File: src/rtl/mem_bus_responder_pkg.sv
// Shared types for the fetch/data memory bus responder.
// Word/pointer widths, arbiter states and the request line bundle.
package mem_bus_responder_pkg;

  typedef logic [31:0] word;
  typedef logic [29:0] ptr;

  typedef enum logic [1:0] {
    IDLE,
    FETCH,
    DATA
  } mem_arb_state;

  typedef struct packed {
    ptr         addr;
    logic       we;
    logic [3:0] be;
    word        wdata;
  } mem_req_line;

  function automatic mem_req_line fetch_line(input ptr a);
    mem_req_line l;
    l.addr  = a;
    l.we    = 1'b0;
    l.be    = 4'b1111;
    l.wdata = '0;
    return l;
  endfunction

endpackage

File: src/rtl/mem_bus_responder_bus_req_latch.sv
// Single-entry request latch: pending flag plus captured request line.
// A start while pending is dropped unless the entry is retiring this cycle.
module bus_req_latch
  import mem_bus_responder_pkg::*;
(
  input  logic        clk,
  input  logic        rst_n,
  input  logic        start,
  input  logic        clear,
  input  mem_req_line line_in,
  output logic        pending,
  output mem_req_line line
);

  always_ff @(posedge clk) begin
    if (!rst_n) begin
      pending <= 1'b0;
      line    <= '0;
    end else if (start && (!pending || clear)) begin
      pending <= 1'b1;
      line    <= line_in;
    end else if (clear) begin
      pending <= 1'b0;
    end
  end

endmodule

File: src/rtl/mem_bus_responder.sv
// Round-robin responder joining the core fetch and data ports
// onto one single-ported memory request/acknowledge interface.
module mem_bus_responder
  import mem_bus_responder_pkg::*;
(
  input  logic       clk,
  input  logic       rst_n,
  input  logic       fetch_start,
  input  ptr         fetch_addr,
  output logic       fetch_ready,
  output word        fetch_data_rd,
  input  logic       data_start,
  input  logic       data_write,
  input  ptr         data_addr,
  input  word        data_data_wr,
  input  logic [3:0] data_data_be,
  output logic       data_ready,
  output word        data_data_rd,
  output logic       mem_req,
  output ptr         mem_addr,
  output logic       mem_we,
  output logic [3:0] mem_be,
  output word        mem_wdata,
  input  logic       mem_ack,
  input  word        mem_rdata
);

  mem_arb_state state;
  mem_arb_state last_grant;
  mem_arb_state grant;

  logic        f_pend;
  logic        d_pend;
  logic        f_clr;
  logic        d_clr;
  logic        f_elig;
  logic        d_elig;
  logic        ack_ok;
  mem_req_line f_in;
  mem_req_line d_in;
  mem_req_line f_line;
  mem_req_line d_line;
  mem_req_line f_req;
  mem_req_line d_req;

  assign ack_ok = mem_req & mem_ack;
  assign f_clr  = ack_ok & (state == FETCH);
  assign d_clr  = ack_ok & (state == DATA);

  always_comb begin
    f_in       = fetch_line(fetch_addr);
    d_in       = '0;
    d_in.addr  = data_addr;
    d_in.we    = data_write;
    d_in.be    = data_data_be;
    d_in.wdata = data_data_wr;
  end

  bus_req_latch u_fetch_latch (
    .clk     (clk),
    .rst_n   (rst_n),
    .start   (fetch_start),
    .clear   (f_clr),
    .line_in (f_in),
    .pending (f_pend),
    .line    (f_line)
  );

  bus_req_latch u_data_latch (
    .clk     (clk),
    .rst_n   (rst_n),
    .start   (data_start),
    .clear   (d_clr),
    .line_in (d_in),
    .pending (d_pend),
    .line    (d_line)
  );

  // A fresh start is granted straight from the port inputs;
  // a restart of the port being retired waits one cycle.
  always_comb begin
    f_elig = (f_pend | fetch_start) & ~f_clr;
    d_elig = (d_pend | data_start) & ~d_clr;
    f_req  = f_pend ? f_line : f_in;
    d_req  = d_pend ? d_line : d_in;
    grant  = IDLE;
    if (state == IDLE || ack_ok) begin
      if (f_elig && d_elig)
        grant = (last_grant == FETCH) ? DATA : FETCH;
      else if (f_elig)
        grant = FETCH;
      else if (d_elig)
        grant = DATA;
    end
  end

  always_ff @(posedge clk) begin
    if (!rst_n) begin
      state         <= IDLE;
      last_grant    <= DATA;
      mem_req       <= 1'b0;
      mem_addr      <= '0;
      mem_we        <= 1'b0;
      mem_be        <= '0;
      mem_wdata     <= '0;
      fetch_ready   <= 1'b0;
      data_ready    <= 1'b0;
      fetch_data_rd <= '0;
      data_data_rd  <= '0;
    end else begin
      fetch_ready <= f_clr;
      data_ready  <= d_clr;
      if (f_clr)
        fetch_data_rd <= mem_rdata;
      if (d_clr)
        data_data_rd <= mem_we ? '0 : mem_rdata;
      if (state == IDLE || ack_ok) begin
        state   <= grant;
        mem_req <= (grant != IDLE);
        if (grant != IDLE)
          last_grant <= grant;
        unique case (grant)
          FETCH:
            {mem_addr, mem_we, mem_be, mem_wdata} <= f_req;
          DATA:
            {mem_addr, mem_we, mem_be, mem_wdata} <= d_req;
          default: ;
        endcase
      end
    end
  end

endmodule
File: config.mk
export PLATFORM = sky130hd
export DESIGN_NAME = mem_bus_responder
export DESIGN_NICKNAME = d
export VERILOG_FILES = /design/src/rtl/mem_bus_responder_pkg.sv /design/src/rtl/mem_bus_responder_bus_req_latch.sv /design/src/rtl/mem_bus_responder.sv
export SDC_FILE = /design/constraint.sdc
export NUM_CORES = 1
export LEC_CHECK = 0
export BUFFER_PORTS_ARGS = -buffer_cell sky130_fd_sc_hd__buf_2
export CAP_MARGIN = 20
export CORE_UTILIZATION = 45
export CTS_CLUSTER_SIZE = 24
export DETAILED_ROUTE_END_ITERATION = 8
export PLACE_DENSITY = 0.7
export SYNTH_ARGS = -nofsm -noshare
export SYNTH_HDL_FRONTEND = slang
export SYNTH_SLANG_ARGS = --single-unit
File: constraint.sdc
create_clock -name clk -period 2.5 [get_ports clk]
set_input_delay 0.25 -clock clk [delete_from_list [all_inputs] [get_ports clk]]
set_output_delay 0.25 -clock clk [all_outputs]
set_load 0.01 [all_outputs]
After elaboration in Yosys (flattened, before gate mapping)
Index checks and enable logic that the tools add are counted.
{"block": "word_totals", "register_bits": 238, "in_bits": 134, "output_inout_bits": 134, "elab_cells": 64}
{"block": "classes", "eq_ne": 5, "muxes": 16, "bitwise_logic": 9, "n_reduce_logical": 15}
{"operator": "$mux W67", "count": 2}
{"operator": "$pmux W32 S2", "count": 1}
{"operator": "$pmux W30 S2", "count": 1}
{"operator": "$mux W32", "count": 1}
{"operator": "$mux W2", "count": 5}
{"operator": "$pmux W4 S2", "count": 1}
{"operator": "$reduce_bool A2 Y1", "count": 4}
{"operator": "$eq A2 B1 Y1 const B", "count": 3}
{"operator": "$and A1 B1 Y1", "count": 5}
{"operator": "$eq A2 B2 Y1 const B", "count": 2}
{"operator": "$mux W1", "count": 4}
{"operator": "$reduce_and A2 Y1", "count": 2}
{"operator": "$logic_and A1 B1 Y1", "count": 3}
{"operator": "$logic_or A1 B1 Y1", "count": 3}
{"operator": "$logic_not A1 Y1", "count": 2}
{"operator": "$logic_not A2 Y1", "count": 1}
{"operator": "$not A1 Y1", "count": 2}
{"operator": "$or A1 B1 Y1", "count": 2}
{"operator": "$pmux W1 S2", "count": 1}

Depth between registers and ports, before layout
Gate-level depths: netlist (run 1).
{"block": "depth", "word_depth": 11, "depth_mapped": 11, "ltp_nobuf": 9}

Hierarchy
A second synthesis (run 1) with hierarchy kept.
{"block": "hier_totals", "cells_unflattened": 1296, "area_unflattened_um2": 11738.8}
{"module": "mem_bus_responder", "n_inst": 1, "cells_each": 706, "area_per_inst_um2": 6286.0, "seq_area_each_um2": 2762.6}
{"module": "bus_req_latch", "n_inst": 2, "cells_each": 295, "area_per_inst_um2": 2726.4, "seq_area_each_um2": 1361.3}

Worst setup path before layout (run 1)
Ideal clock, no wire load.
{"block": "synth_timing", "kind": "reg2reg", "from": "register u_fetch_latch.pending", "to": "register mem_wdata[10]", "setup_ns": 0.132, "t_arrival_ns": 2.056, "required_ns": 2.368, "path_slack_ns": 0.312, "stages_incl_launch_ff": 12, "n_path_buf": 4, "period_less_slack_ns": 2.188, "path_cell_list": "dfxtp_1 buf_2 nor2_1 or2_2 o211a_1 a41o_1 ha_1 buf_2 clkbuf_1 clkbuf_1 nand3_1 a21oi_1"}
{"block": "synth_between", "elab_chain_len": 8, "elab_cells_between_ends": 11, "cone_classes": "eq/ne: 2; mux: 4; bitwise: 2; reduce/logical: 3"}
{"item": "from (decl)", "line": "mem_bus_responder_bus_req_latch.sv:11", "source": "output logic pending,"}
{"item": "from (signal assigned)", "line": "mem_bus_responder_bus_req_latch.sv:17", "source": "pending <= 1'b0;"}
{"item": "from (signal assigned)", "line": "mem_bus_responder_bus_req_latch.sv:20", "source": "pending <= 1'b1;"}
{"item": "from (signal assigned)", "line": "mem_bus_responder_bus_req_latch.sv:23", "source": "pending <= 1'b0;"}
{"item": "$or A1 B1 Y1 (*)", "line": "mem_bus_responder.sv:82", "source": "f_elig = (f_pend | fetch_start) & ~f_clr;"}
{"item": "$and A1 B1 Y1 (*)", "line": "mem_bus_responder.sv:82"}
{"item": "$mux W2 / $logic_and A1 B1 Y1 (equally long branches)", "line": "mem_bus_responder.sv:90, mem_bus_responder.sv:88"}
{"item": "$mux W2 (*)", "line": "mem_bus_responder.sv:88", "source": "if (f_elig && d_elig)"}
{"item": "$mux W2 (*)", "line": "mem_bus_responder.sv:87", "source": "if (state == IDLE || ack_ok) begin"}
{"item": "via grant[1]", "line": "mem_bus_responder.sv:30", "source": "mem_arb_state grant;"}
{"item": "$eq A2 B2 Y1 / $eq A2 B1 Y1 (equally long branches)", "line": "mem_bus_responder.sv:122", "source": "unique case (grant)"}
{"item": "$reduce_bool A2 Y1 (no source line)"}
{"item": "$reduce_and A2 Y1 (no source line)"}
{"item": "to (signal assigned)", "line": "mem_bus_responder.sv:124", "source": "{mem_addr, mem_we, mem_be, mem_wdata} <= f_req;"}
{"item": "to (signal assigned)", "line": "mem_bus_responder.sv:126", "source": "{mem_addr, mem_we, mem_be, mem_wdata} <= d_req;"}
{"item": "to (decl)", "line": "mem_bus_responder.sv:23", "source": "output word mem_wdata,"}
Mark *: on every way through the listed nets, which the timed path passes. The rest lies on a longest branch.
A chain may end at the register's enable or synchronous reset.

Worst setup path in the final report (run 1)
{"block": "layout_timing", "from": "input port fetch_start", "to": "register mem_addr[12]"}
{"block": "layout_between", "elab_chain_len": 8, "elab_cells_between_ends": 11, "cone_classes": "eq/ne: 2; mux: 4; bitwise: 2; reduce/logical: 3"}
{"item": "from (decl)", "line": "mem_bus_responder.sv:8", "source": "input logic fetch_start,"}
{"item": "$or A1 B1 Y1 (*)", "line": "mem_bus_responder.sv:82"}
{"item": "$and A1 B1 Y1 (*)", "line": "mem_bus_responder.sv:82"}
{"item": "$mux W2 / $logic_and A1 B1 Y1 (equally long branches)", "line": "mem_bus_responder.sv:90, mem_bus_responder.sv:88"}
{"item": "$mux W2 (*)", "line": "mem_bus_responder.sv:88"}
{"item": "$mux W2 (*)", "line": "mem_bus_responder.sv:87"}
{"item": "$eq A2 B2 Y1 / $eq A2 B1 Y1 (equally long branches)", "line": "mem_bus_responder.sv:122"}
{"item": "$reduce_bool A2 Y1 (no source line)"}
{"item": "$reduce_and A2 Y1 (no source line)"}
{"item": "to (signal assigned)", "line": "mem_bus_responder.sv:124"}
{"item": "to (signal assigned)", "line": "mem_bus_responder.sv:126"}
{"item": "to (decl)", "line": "mem_bus_responder.sv:20", "source": "output ptr mem_addr,"}
Every way passes the cells marked *; elsewhere a longest branch is shown, timed or not.

==> results of run 1 <==
timing repair:
| item | 4_1_cts | 5_1_grt |
|---|---|---|
| buffers inserted | 0 | 0 |
| gates resized for setup | 0 | 2 |
| hold buffers | 128 | 0 |
| endpoints found under the hold margin | 159 | 0 |
| setup endpoints to repair | 0 | 25 |
logic make-up (layout without fill, tap and decap cells):
logic type      Yosys count  count (layout)  share of synthesized area [%]
compound gates          283             283                           16.4
fa+ha+maj                 2               2                          0.255
buf+inv                 109             471                           5.35
flops                   238             238                           48.5
mux                      97              97                           10.7
simple gates            418             418                           18.7
per-stage QoR:
stage | cell area (µm²) | hold WS (ns) | setup slack, ns | utilization (%)
finish | 13500 | 0.0151 | 0.185 | 63.6
CTS | 13500 | 0.00178 | 0.110 | 63.6
global placement | 11300 | 0.439 | 0.228 | 53.5
floorplan | 9820 | 0.367 | 0.312 | -
global route | 13500 | 0.00747 | 0.0567 | 63.6
detailed placement | 11300 | 0.441 | 0.128 | 53.5
state kept, by name (all words and copies together) (netlist names), 2 cells and up:
name	cells
data_data_rd	32
fetch_data_rd	32
last_grant	2
mem_addr	30
mem_be	4
mem_wdata	32
state	2
u_data_latch.line	67
u_fetch_latch.line	31
cell usage after synthesis (2+ instances only):
library cell	number
ha_1	2
buf_4	15
a22o_1	32
o21ai_1	4
mux2_2	63
o21a_1	2
inv_1	2
dfxtp_1	238
o211a_1	2
buf_1	4
or2_2	2
nand2_1	236
a21oi_1	77
buf_2	24
clkbuf_1	59
mux2i_1	34
o21ai_0	154
nand3_1	160
o211ai_1	3
buf_6	4
nor2_1	11
area by class of cell:
class | instances | area, µm²
clock buffers | 38 | 744
multi-input cells | 800 | 4560
repair buffers | 422 | 2940
well taps | 275 | 344
flip-flops and latches | 238 | 4770
inverters | 3 | 11.3
clock inverters | 8 | 125
fillers | 1768 | 7720
per-layer routing:
layer	GRT usage, %	part of all wire [%]	up-vias
li1	-	-	4680
met1	29.7	43	4314
met2	42.0	48	290
met3	4.39	6.5	53
met4	7.73	2.4	0
met5	0	0	-
power groups by stage:
stage	sequential (W)	clock [W]	combinational [W]
floorplan	0.00440	0	0.00111
global route	0.00430	0.00412	0.00227
global placement	0.00432	0	0.00188
finish	0.00426	0.00388	0.00207
detailed placement	0.00434	0	0.00190
CTS	0.00426	0.00396	0.00207
worst min-delay path, cell delays in order:
cell     delay [ns]
buf_2          0.11
nand2_1        0.04
o21ai_0        0.07
worst paths after layout:
| path | slack (ns) | from | depth (start not counted) | to |
|---|---|---|---|---|
| min | 0.02 | data_data_wr[28] | 3 | u_data_latch.line[28] |
| max reg2reg | 0.21 | last_grant[0] | 9 | mem_addr[12] |
| min reg2reg | 0.45 | mem_wdata[0] | 2 | mem_wdata[0] |
| max | 0.18 | fetch_start | 11 | mem_addr[12] |
==> summary.txt, run 1 <==
Final layout
  – Share of layout cells above drive strength 1: 27.5%
  – P&R area growth vs syn: 37.5%
  – Final Non-Filler Cells: 1784
  – Antenna cells: 0
  – Most common cell after layout, fill and taps aside: buf_2
  – Final net count: 1626
  – Commonest non-fill, non-tap cells in the layout: buf_2, nand2_1, dfxtp_1

Timing
  – Slew headroom: 55.0%
  – Period Utilization, post-route: 92.6%
  – Fin crit period: 2.32 ns
  – Final setup fails: 0
  – Fmax achieved: 432 MHz
  – Setup TNS Final: 0 ns
  – Setup Skew: 0.0146 ns
  – RSZ-0062 raised after global routing: no
  – Max-slew violation count: 0
  – Hold Vio Cnt, Final: 0
  – Slew at the pin closest to its max-slew limit: 0.675 ns

Clock network
  – Clock tree root driver cell: clkbuf_16
  – Max clock buf depth: 3
  – TritonCTS clock tree: built
  – Worst skew pair latency: 0.52 ns
  – CTS sink cnt: 238
  – Worst-path clk slew: 0.06 ns
  – H-tree depth: 1
  – Cts bufs inserted: 25

Yosys
  – Synth top area share: 48.5%
  – Yosys warnings: 0
  – Ys flop type: dfxtp_1
  – Post-Syn Instances: 1147
  – Flops & latches, synth: 238
  – Synth Net Count: 1283
  – Syn avg cell area: 8.56 µm²
  – Area leader, netlist: dfxtp_1
  – Post-synth EDFFs: 0
  – Sequential area share after synthesis: 48.5%
  – Cell Area, Synth: 0.00982 mm²
  – Fraction of registers with async set or reset after synthesis: 0%
  – Synth cell types: 40
  – Top cells by area, synth: dfxtp_1, nand2_1, nand3_1, o21ai_0, mux2_2

Setup path
  – CP Max Fanout: 29
  – Cells along the critical path: dlygate4sd3_1, buf_2, nor2_1, or2_2, o211a_1, a41oi_1, ha_1, o21ai_4, buf_12, nand3_1, o21ai_0
  – Worst Path Arrival: 2.74 ns
  – Critical Path RT: 2.92 ns
  – Cell family with most CP delay: buffers and inverters
  – Slowest CP cell: dlygate4sd3_1
  – Worst setup path class: in -> reg
  – Slowest Stage Delay on Critical Path: 0.55 ns
  – Critical path startpoint category: input pin
  – Worst Setup End Kind: register
  – Buf+Inv Stages, Crit Path: 3

Power
  – Power Internal: 0.00733 W
  – Clock power share: 37.9%
  – Design Power: 0.0102 W
  – VDD IR max: 423 µV
  – Leak: 5.72 nW
  – Switching share of power: 28.2%
  – Comb power frac: 20.3%
  – Power per cell area: 756 mW/mm²
  – Switching pwr: 0.00288 W
  – Reg power frac: 41.7%

Routing
  – Total iterations of the first detailed-routing run: 6
  – Wire per inst: 15.5 µm
  – Residual DRC: 0
  – Via count: 9337
  – Starting DRT DRC Count: 415
  – Total wire length: 27.6 mm
  – Final ANT Viol Nets: 0
  – Vias per inst: 5.23

Floorplanning
  – Die height: 150 µm
  – Initial Util: 46.3%
  – FP Rows: 53
  – Core area: 0.0212 mm²
  – Die Area: 0.0224 mm²
  – Die Width: 150 µm
  – I/O pins: 268

Global routing
  – Initial antenna violation count: 0
  – Global-route wire length before repair: 44.2 mm
  – Vias in the first global route: 9037
  – Largest net degree at the start of global routing: 128
  – Congestion Overflow GR: 0
  – GRT Util Overall: 24.0%

Place
  – RD Place Congestion: 0.794
  – Dpl cells: 1610
  – DP HPWL: 16.5 mm
  – Buffers added on ports: 267

Flow run
  – Max-cap violations: 0

Min path
  – Min-Delay Path Class: in -> reg

Outcome
  – Run status: finished clean
(Power assumes the default switching activity.)
==> run 2, diff against run 1 <==
--- a/config.mk
+++ b/config.mk
@@ -5,6 +5,7 @@
 export SDC_FILE = /design/constraint.sdc
 export NUM_CORES = 1
 export LEC_CHECK = 0
+export ABC_AREA = 1
 export BUFFER_PORTS_ARGS = -buffer_cell sky130_fd_sc_hd__buf_2
 export CAP_MARGIN = 20
 export CORE_UTILIZATION = 45
@@ -14,3 +15,4 @@
 export SYNTH_ARGS = -nofsm -noshare
 export SYNTH_HDL_FRONTEND = slang
 export SYNTH_SLANG_ARGS = --single-unit
+export TNS_END_PERCENT = 5
==> run 2 against run 1 <==
Net effect:
- power rose by 9.4%
- synthesized area decreased by 2.1%
- critical path depth grew 1
- fmax increased by 5.8%
- non-clock buffer count shrank 100
- worst setup slack improved by 0.13 ns
- die area down 2.1%
- via count up 4.7%
==> summary.txt, run 2 <==
Routing
  – Total wire length: 28.7 mm
  – Residual DRC: 0
  – Starting DRT DRC Count: 526
  – Total iterations of the first detailed-routing run: 4
  – Wire per inst: 15.3 µm
  – Via count: 9779
  – Final ANT Viol Nets: 0
  – Vias per inst: 5.20

Yosys
  – Top cells by area, synth: dfxtp_1, nor2_1, o21ai_0, o21ai_1, clkbuf_1
  – Ys flop type: dfxtp_1
  – Flops & latches, synth: 238
  – Top cells by count, synth: nor2_1, dfxtp_1, o21ai_0
  – Post-synth EDFFs: 0
  – Synth top area share: 49.6%
  – Fraction of registers with async set or reset after synthesis: 0%
  – Area leader, netlist: dfxtp_1
  – Synth Net Count: 1475
  – Post-Syn Instances: 1339
  – Synth cell types: 22
  – Cell Area, Synth: 0.00961 mm²
  – Sequential area share after synthesis: 49.6%
  – Syn avg cell area: 7.18 µm²
  – Yosys warnings: 0
  – Top-count cell post-synth: nor2_1

Final layout
  – Filler instances: 2042
  – Final net count: 1720
  – Share of layout cells above drive strength 1: 21.4%
  – Max reg flops: 67
  – Reg with most FFs: u_data_latch.line
  – Final instance area: 0.0123 mm²
  – Most common cell after layout, fill and taps aside: nor2_1
  – P&R area growth vs syn: 27.6%
  – Area of the multi-input gates: 0.00428 mm²
  – Commonest non-fill, non-tap cells in the layout: nor2_1, buf_2, o21ai_0, dfxtp_1, o21ai_1
  – Sequential Area: 0.00477 mm²

Outcome
  – Run status: finished clean

Clock network
  – CTS sink cnt: 238
  – Worst-path clk slew: 0.06 ns
  – Max clock buf depth: 3
  – Worst skew pair latency: 0.51 ns
  – Clock tree root driver cell: clkbuf_16
  – Cts bufs inserted: 25
  – H-tree depth: 1
  – Post-CTS setup buffer count: 0
  – TritonCTS clock tree: built

Setup path
  – CP Max Fanout: 61
  – Worst setup path class: reg -> reg
  – Critical Path RT: 2.90 ns
  – Worst Setup End Kind: register
  – Worst Path Arrival: 2.59 ns
  – Critical path startpoint category: register

Place
  – DP HPWL: 17.5 mm
  – Dpl ws: 0.302 ns
  – Buffers added on ports: 267
  – RD Place Congestion: 0.850
  – Placed Area: 0.0110 mm²

Power
  – Comb power frac: 23.1%
  – Switching share of power: 30.2%
  – Switching pwr: 0.00337 W
  – Clock power share: 35.9%
  – Leak: 5.63 nW
  – Reg power frac: 41.0%
  – Power Internal: 0.00780 W
  – Power per cell area: 912 mW/mm²
  – VDD IR max: 544 µV

Global routing
  – Vias in the first global route: 8944
  – Largest net degree at the start of global routing: 87
  – Congestion Overflow GR: 0
  – Global-route wire length before repair: 45.8 mm
  – Initial antenna violation count: 5
  – GRT Util Overall: 25.5%

Timing
  – Max-slew violation count: 0
  – Setup Skew: 0.00947 ns
  – Final setup margin: 0.312 ns
  – Slew at the pin closest to its max-slew limit: 0.844 ns
  – Final setup fails: 0
  – Fmax achieved: 457 MHz
  – Period Utilization, post-route: 87.5%
  – RSZ-0062 raised after global routing: no
  – Slew headroom: 43.7%
  – Worst hold slack: 0.00287 ns
  – Hold Vio Cnt, Final: 0
  – Setup TNS Final: 0 ns
  – Fin crit period: 2.19 ns

Flow run
  – Max-cap violations: 0

Floorplanning
  – Die Width: 148 µm
  – Core area: 0.0210 mm²
  – Die height: 148 µm
  – Initial Util: 45.9%
  – FP Rows: 53
  – I/O pins: 268
  – Die Area: 0.0219 mm²

Min path
  – Min-Delay Path Class: in -> reg
[run 2: area by class of cell]
class | instances | area share, %
Sequential cell | 238 | 38.9
Tap cell | 275 | 2.81
Multi-Input combinational cell | 978 | 34.9
Clock inverter | 8 | 1.37
Timing Repair Buffer | 322 | 15.5
Clock buffer | 36 | 5.93
Antenna cell | 5 | 0.102
Inverter | 19 | 0.582
[run 2: metrics by stage]
| step | total power (W) | util (%) | instances |
|---|---|---|---|
| floorplan | 0.00626 | - | 1339 |
| global placement | 0.00716 | 52.7 | 1801 |
| detailed placement | 0.00720 | 52.7 | 1801 |
| CTS | 0.0112 | 58.4 | 1876 |
| global route | 0.0118 | 58.5 | 1878 |
| finish | 0.0112 | 58.5 | 1881 |
[run 2: timing repair]
item | CTS | global route
resized for setup | 0 | 1
endpoints found under the hold margin | 31 | 0
hold buffers | 31 | 0
endpoints found under the setup margin | 0 | 2
[run 2: cell families (layout without fill, tap and decap cells)]
family | Yosys count | in the layout | share of synthesized area, %
AO/OA/AOI/OAI | 379 | 379 | 20.1
buffers and inverters | 123 | 385 | 5.95
other | 0 | 5 | 0
flip-flops | 238 | 238 | 49.6
adder cells (fa/ha/maj) | 2 | 2 | 0.260
AND/OR/NAND/NOR | 597 | 597 | 24.1
[run 2: power by group through the flow]
stage / registers, W / logic [W] / clock network, W
after floorplan: 0.00481 / 0.00145 / 0
after global placement: 0.00465 / 0.00251 / 0
after detailed placement: 0.00466 / 0.00255 / 0
after CTS: 0.00458 / 0.00259 / 0.00407
after global routing: 0.00464 / 0.00290 / 0.00424
final: 0.00458 / 0.00259 / 0.00401
[run 2: metal layers]
layer,routed length [µm],track usage [%],vias to the layer above
met5,0,0,-
met4,744,8.81,0
met3,2260,4.48,51
met2,13300,42.5,378
met1,12400,33.2,4464
li1,-,-,4886
[run 2: critical path, stage by stage (launching register included)]
cell and delay, ns:
dfxtp_1 0.38, nand2_1 0.12, nand2_1 0.11, nand2_2 0.10, nor2_1 0.14, nand2_1 0.12, ha_1 0.30, inv_1 0.06
nor2_4 0.16, buf_12 0.26, o21ai_0 0.15, nand2_1 0.08, nor2_1 0.04
[run 2: worst paths after layout]
kind / cells after the start / startpoint / end / slack [ns]
max: 12 / mem_req / mem_wdata[1] / 0.31
min: 3 / data_addr[0] / u_data_latch.line[37] / 0.003
max reg2reg: 12 / mem_req / mem_wdata[1] / 0.31
min reg2reg: 2 / last_grant[0] / last_grant[0] / 0.47
